==> src/rtl/cpu_types_pkg.sv <==
// rtl/cpu_types_pkg.sv - shared pipeline types and constants
package cpu_types_pkg;

  typedef logic [4:0] regbits_t;

  typedef enum logic [1:0] {
    RUN    = 2'd0,
    DWAIT  = 2'd1,
    DRAIN  = 2'd2,
    HALTED = 2'd3
  } pipe_state_t;

  localparam regbits_t REG_ZERO = 5'd0;

endpackage

==> src/rtl/hazard_unit.sv <==
// rtl/hazard_unit.sv - load-use hazard detect between ID/EX and IF/ID
module hazard_unit
  import cpu_types_pkg::*;
(
  input  logic     exMemRead,
  input  regbits_t exwsel,
  input  regbits_t idrs,
  input  regbits_t idrt,
  output logic     load_use
);

  // Writes to $0 are discarded, so they can never create a dependency.
  assign load_use = exMemRead && (exwsel != REG_ZERO) &&
                    ((exwsel == idrs) || (exwsel == idrt));

endmodule

==> src/rtl/pipeline_ctrl.sv <==
// rtl/pipeline_ctrl.sv - pipeline stall/flush sequencing and perf counters
module pipeline_ctrl
  import cpu_types_pkg::*;
#(
  parameter int CNT_W = 16
) (
  input  logic             CLK,
  input  logic             RST,
  input  logic             ihit,
  input  logic             dhit,
  input  logic             memREN,
  input  logic             memWEN,
  input  logic             exMemRead,
  input  logic [4:0]       exwsel,
  input  logic [4:0]       idrs,
  input  logic [4:0]       idrt,
  input  logic             idJump,
  input  logic             exBranchTaken,
  input  logic             idHALT,
  input  logic             wbcuHALT,
  output logic             pcW,
  output logic             ifidW,
  output logic             idexW,
  output logic             exmemW,
  output logic             memW,
  output logic             ifidRST,
  output logic             idexRST,
  output logic             exmemRST,
  output logic             memRST,
  output logic             halt,
  output logic [CNT_W-1:0] stall_cnt,
  output logic [CNT_W-1:0] flush_cnt
);

  pipe_state_t state;
  logic        load_use;
  logic        dmem_pend;
  logic        draining;

  hazard_unit u_hazard (
    .exMemRead (exMemRead),
    .exwsel    (exwsel),
    .idrs      (idrs),
    .idrt      (idrt),
    .load_use  (load_use)
  );

  assign dmem_pend = (memREN | memWEN) & ~dhit;
  assign draining  = (state == DRAIN);

  always_comb begin
    pcW      = 1'b0;
    ifidW    = 1'b0;
    idexW    = 1'b0;
    exmemW   = 1'b0;
    memW     = 1'b0;
    ifidRST  = 1'b0;
    idexRST  = 1'b0;
    exmemRST = 1'b0;
    memRST   = 1'b0;
    if (RST || state == HALTED) begin
      // everything frozen
    end else if (dmem_pend) begin
      memRST  = 1'b1;
      ifidRST = draining;
    end else begin
      pcW    = 1'b1;
      ifidW  = 1'b1;
      idexW  = 1'b1;
      exmemW = 1'b1;
      memW   = 1'b1;
      if (exBranchTaken) begin
        ifidRST = 1'b1;
        idexRST = 1'b1;
      end else if (load_use) begin
        pcW     = 1'b0;
        ifidW   = 1'b0;
        idexRST = 1'b1;
      end else if (!draining && idJump) begin
        ifidRST = 1'b1;
      end else if (!draining && !ihit) begin
        pcW     = 1'b0;
        ifidRST = 1'b1;
      end
      // While draining, fetch stays frozen and IF/ID keeps receiving bubbles.
      if (draining) begin
        pcW     = 1'b0;
        ifidRST = 1'b1;
      end
    end
  end

  always_ff @(posedge CLK or posedge RST) begin
    if (RST) begin
      state     <= RUN;
      halt      <= 1'b0;
      stall_cnt <= '0;
      flush_cnt <= '0;
    end else begin
      if (wbcuHALT) begin
        state <= HALTED;
        halt  <= 1'b1;
      end else begin
        case (state)
          RUN:     if (dmem_pend) state <= DWAIT;
                   else if (idHALT) state <= DRAIN;
          DWAIT:   if (!dmem_pend) state <= RUN;
          DRAIN:   if (!dmem_pend && exBranchTaken) state <= RUN;
          default: state <= HALTED;
        endcase
      end
      if (!pcW && state != HALTED && stall_cnt != '1)
        stall_cnt <= stall_cnt + CNT_W'(1);
      if ((ifidRST || idexRST) && flush_cnt != '1)
        flush_cnt <= flush_cnt + CNT_W'(1);
    end
  end

endmodule

==> config.mk <==
export PLATFORM = sky130hd
export DESIGN_NAME = pipeline_ctrl
export DESIGN_NICKNAME = d
export VERILOG_FILES = /design/src/rtl/cpu_types_pkg.sv /design/src/rtl/hazard_unit.sv /design/src/rtl/pipeline_ctrl.sv
export SDC_FILE = /design/constraint.sdc
export NUM_CORES = 1
export LEC_CHECK = 0
export BUFFER_PORTS_ARGS = -buffer_cell sky130_fd_sc_hd__buf_2
export CORE_MARGIN = 3
export CORE_UTILIZATION = 46
export CTS_CLUSTER_DIAMETER = 80
export DETAILED_ROUTE_END_ITERATION = 6
export MAX_ROUTING_LAYER = met4
export PLACE_DENSITY = 0.76
export SLEW_MARGIN = 10
export SYNTH_ARGS = -nofsm -noshare
export SYNTH_HDL_FRONTEND = slang
export SYNTH_HIERARCHICAL = 1
export SYNTH_SLANG_ARGS = --single-unit
==> constraint.sdc <==
create_clock -name CLK -period 1.82 [get_ports CLK]
set_clock_uncertainty 0.15 [all_clocks]
set_input_delay 0 -clock CLK [delete_from_list [all_inputs] [get_ports CLK]]
set_output_delay 0 -clock CLK [all_outputs]
set_load 0.05 [all_outputs]
==> impl_metrics.csv, run 1 <==
group,metric,value,unit
power,p_int,0.00202,W
critical_path,required,1.83,ns
power,p_sw_share,43.5,%
sta,hold_violations,0,
layout,layout_commonest_cell,"buf_2",
synth,synth_edf_count,0,
critical_path,start_kind,"register",
critical_path,end_kind,"register",
global_route,grt_pass1_wl,7890,um
sta,rsz0062_at_grt,"yes",
power,ir_drop,1390,uV
placed_design,place_congestion,0.825,
floorplan,ios,68,
power,powerDensity,1180,nW/um2
power,power.share.clock,17.2,%
critical_path,cpPeakStageDelay,0.45,ns
detailed_routing,vias,1859,
synth,avgSynthCellArea,10.6,um2
detailed_routing,ant_nets,0,
global_route,grtUsageTotal,18.8,%
power,leakage,1.46,nW
clock_tree,insertion_delay,0.28,ns
layout,syn2layout_area_growth,42.5,%
layout,post-route-util,69.0,%
clock_tree,tritoncts,"yes",
clock_tree,cts.sinks,35,
global_route,antenna_found_initial,0,
detailed_routing,vias_per_cell,5.24,
run_status,status,"completed",
layout,antenna_cells,0,
synth,synth.top_cells.by_area,"dfrtp_1, xnor2_1, nand4_1, ha_1, and3_1",
synth,yosysTopAreaCell,"dfrtp_1",
power,switchingPower,0.00156,W
synth,syn_nets,234,
floorplan,die_w,74.2,um
sta,max_freq,0.556,GHz
synth,async_flop_share,100,%
power,seqPwrFrac,29.3,%
clock_tree,cts_buffer_depth,2,
sta,min_period,1.80,ns
power,p_total,0.00358,W
floorplan,std_cell_rows,24,
floorplan,die_area,5500,um2
global_route,grt_max_degree,36,
critical_path,r2r_setup_slack,0.02,ns
synth,synth_cell_type_count,45,
worst_hold_path,hp-class,"primary input to register",
global_route,first_global_vias,1793,
floorplan,die_height,74.2,um
sta,maxSlewViolCount,0,
synth,synth_top_area_share,41.0,%
synth,synth_cells,202,
clock_tree,cts.reportedPaths.clkPinSlew,0.06,ns
sta,setup_viol,0,
detailed_routing,drtIter0Drc,59,
critical_path,worstPathCellList,"ha_4 > buf_4 > a211oi_4 > buf_6 > mux2_4",
critical_path,path_max_fanout,5,
sta,hold_slack,0.0168,ns
detailed_routing,wl,4870,um
sta,finalSetupTns,0,ns
job,cap_violations,0,
critical_path,crit_family,"flip-flops",
detailed_routing,drc,0,
placed_design,post-dp-hpwl,3640,um
layout,layout_common_cells,"buf_2, buf_4, xnor2_1",
critical_path,critPathSlowestCell,"dfrtp_2",
critical_path,critPathKind,"register to register",
clock_tree,cts_buffers,5,
synth,yosys_warnings,6,
detailed_routing,first_pass_iters,4,
synth,ys_seq_area_share,41.0,%
power,p_comb_share,53.4,%
synth,netlist_area,2140,um2
global_route,overflow,0,
layout,drive_gt1_share,57.1,%
layout,nNetsFinal,334,
floorplan,initial_core_util,48.4,%
floorplan,core,4410,um2
synth,synth-seq-cells,35,
sta,fin_crit_sh,98.8,%
placed_design,io_buffers,66,
critical_path,worst_ep_arrival_time,1.81,ns
critical_path,path_buf_inv,2,
clock_tree,htreeDepth,2,
synth,ys.flop_type,"dfrtp_1",
clock_tree,root_buffer,"clkbuf_8",
detailed_routing,post_drt_wl_per_cell,13.7,um
-- cell usage after synthesis, types with 2 or more instances --
master and n:
xnor2_1 28, o21bai_1 2, buf_4 5, o21ai_1 2, xnor2_2 2, dfrtp_1 35
ha_1 6, nor3_1 5, nand3_2 5, mux2_1 3, a21oi_1 4, nor2_1 10
nor2b_1 4, nand2_1 6, xor2_1 7, nand2b_1 4, buf_2 2, inv_1 7
and4_1 4, nand4_1 14, and3_1 11, nand3_1 12, nand4_4 2
-- registers in the layout, indices dropped and copies added (netlist names) --
register	count
stall_cnt	16
state	2
flush_cnt	16
halt	1
-- worst reg2reg max path: stages (launching register included) --
cell and delay, ns:
dfrtp_2 0.45, ha_4 0.18, buf_4 0.15, a211oi_4 0.28, buf_6 0.17, mux2_4 0.30
-- cells by family (layout without fill, tap and decap cells) --
kind of cell	after synthesis	after routing	share of synthesized area [%]
compound gates	16	16	6.38
xor+xnor	37	37	15.9
fa+ha+maj	6	6	3.51
buf+inv	16	117	4.16
flops	35	35	41.0
mux	5	5	2.58
other cells	1	1	0.175
simple gates	86	86	26.3
-- worst paths after layout --
path	start	end	cells after the start
setup / recovery	state[1]	stall_cnt[1]	5
hold / removal	idHALT	state[1]	4
setup reg to reg	state[1]	stall_cnt[1]	5
hold reg to reg	halt	halt	1
max in group asynchronous	RST	stall_cnt[2]	4
min in group asynchronous	RST	stall_cnt[15]	4
-- repair_timing --
item,CTS,global route
setup buffers,1,1
resized for setup,2,25
gates cloned,0,2
endpoints found under the hold margin,38,0
pin swaps,0,13
hold buffers,2,0
endpoints found under the setup margin,20,36
-- routing by layer --
| layer | vias up | track usage (%) | wire (um) |
|---|---|---|---|
| met5 | - | - | 0 |
| met4 | 0 | 6.24 | 27 |
| met3 | 2 | 4.05 | 216 |
| met2 | 39 | 29.6 | 2540 |
| met1 | 904 | 24.0 | 2080 |
| li1 | 914 | - | - |
-- metrics by stage --
step / area [um2] / std cells / setup slack, ns
2_1_floorplan: 2250 / 202 / -0.116
3_3_place_gp: 2800 / 341 / -0.252
3_5_place_dp: 2800 / 341 / -0.292
4_1_cts: 2940 / 352 / -0.0380
5_1_grt: 3050 / 355 / -0.0637
6_report: 3050 / 355 / 0.0225
-- final cells by class --
cell class	count	area [um2]
Clock buffer	7	96.3
Clock inverter	1	7.51
Fill cell	348	1370
Inverter	7	26.3
Multi-Input combinational cell	151	1310
Sequential cell	35	907
Tap cell	52	65.1
Timing Repair Buffer	102	633
-- power groups by stage --
stage	sequential, W	combinational (W)	clock, W
2_1_floorplan	0.00147	0.000777	0
3_3_place_gp	0.00105	0.00169	0
3_5_place_dp	0.00106	0.00170	0
4_1_cts	0.00104	0.00173	0.000637
5_1_grt	0.00107	0.00204	0.000673
6_report	0.00105	0.00191	0.000618
Note: power is estimated with default switching activity, not from simulation.
==> run 2: changes to the inputs <==
--- a/config.mk
+++ b/config.mk
@@ -12,4 +12,6 @@
 export DETAILED_ROUTE_END_ITERATION = 6
+export GPL_TIMING_DRIVEN = 0
 export MAX_ROUTING_LAYER = met4
 export PLACE_DENSITY = 0.76
+export SKIP_LAST_GASP = 1
 export SLEW_MARGIN = 10
--- a/constraint.sdc
+++ b/constraint.sdc
@@ -4,2 +4,2 @@
 set_output_delay 0 -clock CLK [all_outputs]
-set_load 0.05 [all_outputs]
+set_load 0.1 [all_outputs]
==> run 2 against run 1 <==
The run now ends with hold timing, setup timing left; first-iteration DRC count grew 88%; critical path depth grew 1; via count shrank 1.2%.
==> impl_metrics.csv, run 2 (same netlist as run 1, synthesis figures left out) <==
group,metric,value,unit
global_route,antenna_found_initial,0,
placed_design,place_congestion,0.796,
critical_path,start_kind,"register",
clock_tree,root_buffer,"clkbuf_8",
worst_hold_path,hp-class,"primary input to asynchronous set/reset pin",
power,seqPwrFrac,26.5,%
floorplan,core,4410,um2
sta,max_freq,0.534,GHz
power,p_int,0.00215,W
layout,layout_commonest_cell,"buf_2",
power,power.share.clock,16.4,%
global_route,first_global_vias,1922,
sta,fin_crit_sh,103,%
clock_tree,htreeDepth,2,
critical_path,critPathKind,"register to register",
sta,setup_slack,-0.0523,ns
layout,reg_top3,"flush_cnt: 16 flops, stall_cnt: 16 flops, state: 2 flops",
layout,layout_common_cells,"buf_2, xnor2_1, dfrtp_4",
layout,drive_gt1_share,65.1,%
clock_tree,cts_buffer_depth,2,
critical_path,crit_family,"flip-flops",
detailed_routing,wl,5410,um
power,powerDensity,1350,nW/um2
sta,max_slew_margin,50.7,%
detailed_routing,drtIter0Drc,111,
critical_path,cpPeakStageDelay,0.50,ns
power,switchingPower,0.00221,W
floorplan,ios,68,
power,ir_drop,938,uV
floorplan,initial_core_util,48.4,%
critical_path,path_buf_inv,1,
layout,nNetsFinal,323,
detailed_routing,post_drt_wl_per_cell,15.7,um
detailed_routing,first_pass_iters,5,
placed_design,io_buffers,66,
layout,antenna_cells,0,
global_route,grt_max_degree,37,
global_route,grtUsageTotal,21.2,%
critical_path,worstPathCellList,"ha_4 > nand4_1 > nor4_4 > a211oi_4 > buf_6 > mux2_4",
sta,rsz0062_at_grt,"yes",
run_status,status,"finished, violations left",
sta,setup_viol,11,
power,p_sw_share,50.7,%
layout,syn2layout_area_growth,51.5,%
detailed_routing,drc,0,
job,cap_violations,0,
sta,hold_violations,35,
floorplan,std_cell_rows,24,
clock_tree,cts.reportedPaths.clkPinSlew,0.08,ns
sta,worstMarginPinSlew,0.738,ns
floorplan,die_height,74.2,um
sta,maxSlewViolCount,0,
critical_path,critPathSlowestCell,"dfrtp_4",
clock_tree,tritoncts,"yes",
global_route,overflow,0,
detailed_routing,ant_nets,0,
floorplan,die_w,74.2,um
critical_path,worst_ep_arrival_time,1.90,ns
sta,hold_slack,-0.242,ns
detailed_routing,vias,1837,
critical_path,required,1.85,ns
floorplan,die_area,5500,um2
placed_design,post-dp-hpwl,3590,um
clock_tree,cts_buffers,5,
power,p_comb_share,57.1,%
run_status,violations,"hold timing, setup timing",
clock_tree,insertion_delay,0.29,ns
sta,finalSetupTns,-0.274,ns
clock_tree,cts_hold_buf,1,
power,leakage,1.43,nW
sta,min_period,1.87,ns
global_route,grt_pass1_wl,8670,um
critical_path,end_kind,"register",
critical_path,path_max_fanout,4,
detailed_routing,vias_per_cell,5.34,
clock_tree,cts.sinks,35,
==> run 2: cell count changes in the layout (fill, tap and decap cells not counted), sizes merged <==
cell | previous run | this run
clkinv | 0 | 2
dlygate4sd3 | 2 | 1
buf | 98 | 84
bufinv | 0 | 1
inv | 7 | 6
clkbuf | 9 | 11
==> run 2: cell type report <==
cell class	instances	area (um2)
Buffer	9	86.3
Inverter	7	30.0
Tap cell	52	65.1
Clock inverter	3	43.8
Multi-Input combinational cell	151	1440
Clock buffer	5	68.8
Sequential cell	35	975
Fill cell	311	1180
Timing Repair Buffer	82	531
==> run 2: what timing repair did <==
item,CTS,global route
pin swaps,8,22
setup buffers,11,2
setup endpoints to repair,39,39
resized for setup,16,30
gates cloned,1,1
hold endpoints to repair,38,35
==> run 2: worst paths after layout <==
kind	startpoint	depth (start not counted)	to	slack (ns)
min in group CLK	idHALT	4	state[1]	0.04
worst max-delay path	stall_cnt[0]	6	stall_cnt[1]	-0.05
worst min register to register	halt	1	halt	0.32
worst max register to register	stall_cnt[0]	6	stall_cnt[1]	-0.05
max in group asynchronous	RST	2	stall_cnt[12]	1.22
worst min-delay path	RST	2	stall_cnt[6]	-0.24
==> run 2: stage by stage <==
stage | cells | util, % | worst slack, ns | total power (W) | instance area, um2
after CTS | 341 | 69.8 | -0.0522 | 0.00424 | 3080
after floorplan | 202 | - | -0.257 | 0.00294 | 2420
final | 344 | 73.4 | -0.0523 | 0.00436 | 3240
after global placement | 320 | 63.7 | -0.651 | 0.00326 | 2810
after global routing | 344 | 73.4 | -0.149 | 0.00457 | 3240
after detailed placement | 320 | 63.7 | -0.562 | 0.00329 | 2810
==> run 2: metal layers <==
layer  track usage [%]  up-vias  share of wire [%]
li1                  -      888                  -
met1              25.2      897                 40
met2              34.4       41                 54
met3              4.73       11                4.0
met4              8.85        0                1.8
met5                 -        -                  0
==> run 2: power by group through the flow <==
stage	registers [W]	clock network [W]	logic [W]
2_1_floorplan	0.00192	0	0.00102
3_3_place_gp	0.00118	0	0.00207
3_5_place_dp	0.00119	0	0.00210
4_1_cts	0.00115	0.000727	0.00236
5_1_grt	0.00118	0.000762	0.00263
6_report	0.00115	0.000714	0.00249
